**src/rtl/rr_arbiter8.sv**
```systemverilog
// Registered 8-way round-robin arbiter feeding a 3-to-8 decoder.
// Holds each grant until done, request drop, or the MAX_HOLD cycle limit.
module rr_arbiter8 #(
  parameter int MAX_HOLD = 15,
  parameter int CNT_W    = 4
) (
  input  logic       clk,
  input  logic       rst_n,
  input  logic [7:0] req,
  input  logic       done,
  output logic       gnt_valid,
  output logic [2:0] gnt_idx,
  output logic       timeout
);

  typedef enum logic {IDLE, GRANT} state_t;

  localparam bit              TIMEOUT_EN = (MAX_HOLD != 0);
  localparam logic [CNT_W-1:0] HOLD_LAST = CNT_W'(MAX_HOLD - 1);

  state_t             state, state_next;
  logic [2:0]         ptr, ptr_next;
  logic [2:0]         idx_next;
  logic [CNT_W-1:0]   hold_cnt, cnt_next;
  logic               valid_next, timeout_next;
  logic               any_req, drop, hold_hit;
  logic [2:0]         winner;

  // Scan ptr, ptr+1, ... ptr+7 (mod 8); the closest requester to ptr wins.
  function automatic logic [2:0] rr_pick(input logic [7:0] r, input logic [2:0] p);
    logic [2:0] w;
    w = p;
    for (int k = 7; k >= 0; k--) begin
      if (r[p + 3'(k)]) w = p + 3'(k);
    end
    return w;
  endfunction

  assign any_req  = |req;
  assign winner   = rr_pick(req, ptr);
  assign drop     = !req[gnt_idx];
  assign hold_hit = TIMEOUT_EN && (hold_cnt == HOLD_LAST);

  always_ff @(posedge clk or negedge rst_n) begin
    if (!rst_n) begin
      state     <= IDLE;
      ptr       <= '0;
      hold_cnt  <= '0;
      gnt_valid <= 1'b0;
      gnt_idx   <= '0;
      timeout   <= 1'b0;
    end else begin
      state     <= state_next;
      ptr       <= ptr_next;
      hold_cnt  <= cnt_next;
      gnt_valid <= valid_next;
      gnt_idx   <= idx_next;
      timeout   <= timeout_next;
    end
  end

  always_comb begin
    state_next = state;
    case (state)
      IDLE:    if (any_req) state_next = GRANT;
      GRANT:   if (done || drop || hold_hit) state_next = IDLE;
      default: state_next = IDLE;
    endcase
  end

  // Release priority in GRANT: done, then request drop, then hold limit.
  always_comb begin
    valid_next   = gnt_valid;
    idx_next     = gnt_idx;
    ptr_next     = ptr;
    cnt_next     = hold_cnt;
    timeout_next = 1'b0;
    case (state)
      IDLE: begin
        if (any_req) begin
          valid_next = 1'b1;
          idx_next   = winner;
          cnt_next   = '0;
        end
      end
      GRANT: begin
        if (done || drop || hold_hit) begin
          valid_next   = 1'b0;
          ptr_next     = gnt_idx + 3'd1;
          timeout_next = !done && !drop;
        end else if (hold_cnt != '1) begin
          cnt_next = hold_cnt + CNT_W'(1);
        end
      end
      default: ;
    endcase
  end

endmodule

```
**config.mk**
```make
export PLATFORM = sky130hd
export DESIGN_NAME = rr_arbiter8
export DESIGN_NICKNAME = d
export VERILOG_FILES = /design/src/rtl/rr_arbiter8.sv
export SDC_FILE = /design/constraint.sdc
export NUM_CORES = 1
export LEC_CHECK = 0
export ABC_CLOCK_PERIOD_IN_PS = 7200
export CAP_MARGIN = 20
export CORE_MARGIN = 10
export CORE_UTILIZATION = 52
export DETAILED_ROUTE_END_ITERATION = 7
export GPL_TIMING_DRIVEN = 0
export PLACE_DENSITY = 0.75
export SETUP_SLACK_MARGIN = 0.4
export SKIP_LAST_GASP = 1
export SLEW_MARGIN = 10
export SYNTH_ARGS = -nofsm -noshare
export SYNTH_HDL_FRONTEND = slang
export SYNTH_SLANG_ARGS = --single-unit
```
**constraint.sdc**
```tcl
create_clock -name clk -period 7.2 [get_ports clk]
set_input_delay 2.16 -clock clk [delete_from_list [all_inputs] [get_ports clk]]
set_output_delay 2.16 -clock clk [all_outputs]
set_load 0.02 [all_outputs]
```
==> flow_summary.yaml <==
setup_path:
  required_ps: 7350
  startpoint_type: "primary input"
  crit_path_end_kind: "register"
  critical_path_peak_fanout: 9
  worstSetupPathType: "in2reg"
  cp_data_arrival_time_ps: 4710
  worstRegToRegCells: 12
  r2r_setup_slack_ps: 3670
synth:
  yosys.area_share.adder_pct: 3.782
  avg_synthesized_cell_area_um2: 9.787
  synth_top_family_by_area: "multiplexers"
  synth.most_common_cell: "sky130_fd_sc_hd__mux4_2"
  simple_gate_fraction_of_synth_area_pct: 17.10
  syn-instance-count: 169
  synth_mux_area_share_pct: 37.14
  synthesis.nets: 185
  seq_area_frac_synth_pct: 19.67
  synthFlopType: "sky130_fd_sc_hd__dfrtp_1"
  yosysUniqueCellTypes: 43
  synthesis.area_um2: 1654
  synth.ff_latch_count: 13
  synthXorXnorAreaFrac_pct: 2.648
  synth_warnings: 0
  synth-compound-area-share_pct: 14.75
  synth_common_cells: "15 x sky130_fd_sc_hd__mux4_2, 13 x sky130_fd_sc_hd__dfrtp_1, 13 x sky130_fd_sc_hd__mux2i_1, 13 x sky130_fd_sc_hd__nor2_1, 12 x sky130_fd_sc_hd__mux2_2"
  synth_largest_type_area_fraction_pct: 20.42
  synthTopCellsByArea: "sky130_fd_sc_hd__mux4_2 20%, sky130_fd_sc_hd__dfrtp_1 20%, sky130_fd_sc_hd__mux2_2 8.2%, sky130_fd_sc_hd__mux2i_1 7.9%, sky130_fd_sc_hd__ha_1 3.8%"
  synth_edf_count: 0
  postSynth.asyncResetShare_pct: 100.0
  cell_taking_the_most_area_after_synthesis: "sky130_fd_sc_hd__mux4_2"
sta:
  setup_slack_ps: 2648
  timing.max_slew.rel_slack_pct: 58.59
  setup_viol: 0
  grt_setup_unrepaired: "no"
  hold_viol_final: 0
  finalClockSkew_ps: 4.087
  timing.final.crit_period_ps: 4552
  worst-slew-pin-transition_ps: 621.1
  fmax_ghz: 0.2197
  post-route-period-util_pct: 63.23
  finalMaxSlewViolations: 0
  fin_setup_tns_ps: 0
clock_tree:
  cts_resized: 0
  cts.clk_slew.worst_paths_ps: 70
  clock_latency_ps: 270
  numClockSinks: 13
  ctsLongestPathBuffers: 2
  clock_tree_root: "sky130_fd_sc_hd__clkbuf_4"
  cts_tree: "done"
  htreeDepth: 1
  cts-buffers-inserted: 3
  postCtsSetupBuffers: 0
  post_cts_hold_buffer_count: 0
hold_path:
  whs_path_depth: 1
  timing.hold.worst.class: "reg2reg"
global_routing:
  initial_antenna_violation_count: 0
  grt_usage_pct: 13.88
  number_of_global_route_vias_before_repair: 1491
  wire_length_of_the_first_global_routing_pass_mm: 7.072
  grt_max_degree: 14
  grt_remaining_overflow: 0
detailed_routing:
  num_vias: 1497
  vias_per_cell: 6.453
  avgRoutedWirePerCell_um: 17.38
  route.antenna.remaining_nets: 0
  detail_route.first_pass.iterations: 4
  finalWirelength_mm: 4.031
  detailedRoute.firstIterationViolations: 203
  detail_route.drc_violations: 0
power_and_ir_drop:
  comb_power_share_pct: 81.6
  vdd_ir_drop_max_mv: 0.3046
  p_total_w: 0.0009788
  total_leakage_power_nw: 0.7577
  internal_power_w: 0.0005152
  net-switching-power_w: 0.0004636
  seq_power_share_pct: 13.9
  power_density_nw_per_um2: 519.1
  sw_frac_of_total_pct: 47.36
  clock_power_share_pct: 4.6
layout:
  design.final.nets: 205
  final-instance-count-excl-fill: 232
  drive_above_1_share_pct: 19.15
  fraction_of_the_core_area_covered_by_cells_at_the_end_of_the_flow_pct: 61.76
  multi_input_comb_area_um2: 1247
  syn2layout_area_growth_pct: 13.99
  final.fill_count: 274
  ff_latch_area_um2: 325.3
  num_antenna_cells: 0
floorplanning:
  core_um2: 3053
  starting_density_of_the_core_pct: 54.18
  die-height_um: 76.40
  fp.dieW_um: 76.40
  die_area_um2: 5837
  row_count: 20
  floorplan.io_pins: 16
placed_design:
  detailedPlacementHpwl_mm: 3.194
  post-place-ws_ps: 2375
  finalWeightedCongestion: 0.8907
  place_inst: 228
  port-buffer-count: 15
run_status:
  status: "complete, no violations"
flow_run:
  max-cap-violations: 0
## per-stage QoR
step,instance area [um2],hold WS [ps]
6_report,1886,482.9
5_1_grt,1886,519.1
3_3_place_gp,1859,463.4
4_1_cts,1886,487.0
3_5_place_dp,1859,470.5
2_1_floorplan,1654,517.4
## sequential cells by signal, summed over array words and instances (netlist names)
signal     flops
gnt_idx        3
gnt_valid      1
hold_cnt       4
ptr            3
state          1
timeout        1
## cell usage in the layout, fill, tap and decap left out, drive strengths merged, types with 2 or more instances in the layout
master	Yosys	routed
mux2i	13	13
nand2	11	11
nand2b	6	6
dfrtp	13	13
mux2	13	13
or2	4	4
o21ai	5	5
nand3	5	5
a211oi	2	2
buf	6	6
and3	3	3
a21o	2	2
or3	2	2
nor2	13	13
nor2b	3	3
a221o	2	2
and2	2	2
clkbuf	3	7
a22o	3	3
a31oi	3	3
inv	6	6
xor2	2	2
xnor2	3	3
a21oi	6	6
nor4	3	3
ha	5	5
nor3	3	3
a211o	2	2
mux4	15	15
clkdlybuf4s50	0	15
## final timing paths
check	from	to
min in group asynchronous	rst_n	hold_cnt[3]
worst min register to register	gnt_valid	gnt_valid
worst min-delay path	gnt_valid	gnt_valid
worst max-delay path	req[5]	gnt_idx[1]
max in group asynchronous	rst_n	gnt_idx[0]
worst max register to register	ptr[0]	gnt_idx[1]
## area by class of cell
| class | instances | area share (%) |
|---|---|---|
| multi-input combinational | 141 | 66.16 |
| sequential | 13 | 17.25 |
| timing repair buffer | 15 | 7.963 |
| buffer | 9 | 3.119 |
| tap | 44 | 2.920 |
| clock buffer | 4 | 1.393 |
| inverter | 6 | 1.194 |
## per-layer routing
layer	vias up	part of all wire [%]	GRT usage, %
li1	690	-	-
met1	751	44	18.01
met2	54	48	22.11
met3	2	7.4	4.717
met4	0	0.52	2.045
met5	-	0	0
## power by group through the flow
stage / logic, W / clock network, W / registers [W]
after floorplan: 0.000617 / 0 / 0.000142
after global placement: 0.000764 / 0 / 0.000136
after detailed placement: 0.000793 / 0 / 0.000138
after CTS: 0.000796 / 0.0000446 / 0.000136
after global routing: 0.000879 / 0.0000519 / 0.000141
final: 0.000798 / 0.0000446 / 0.000136
## cell families after synthesis
logic type                 Yosys count
and+or+nand+nor                     56
muxes                               41
AOI/OAI and AO/OA                   34
buffers and inverters               15
DFF                                 13
xor gates and xnor gates             5
adders and majority gates            5
## worst max-delay path, cell delays in order
cell and delay [ps]:
sky130_fd_sc_hd__clkdlybuf4s50_1 570, sky130_fd_sc_hd__mux4_2 630, sky130_fd_sc_hd__or2_1 250, sky130_fd_sc_hd__mux4_2 460, sky130_fd_sc_hd__nor3_1 200, sky130_fd_sc_hd__a21oi_1 80, sky130_fd_sc_hd__a221o_1 340
Power figures use the tool's default switching activity.
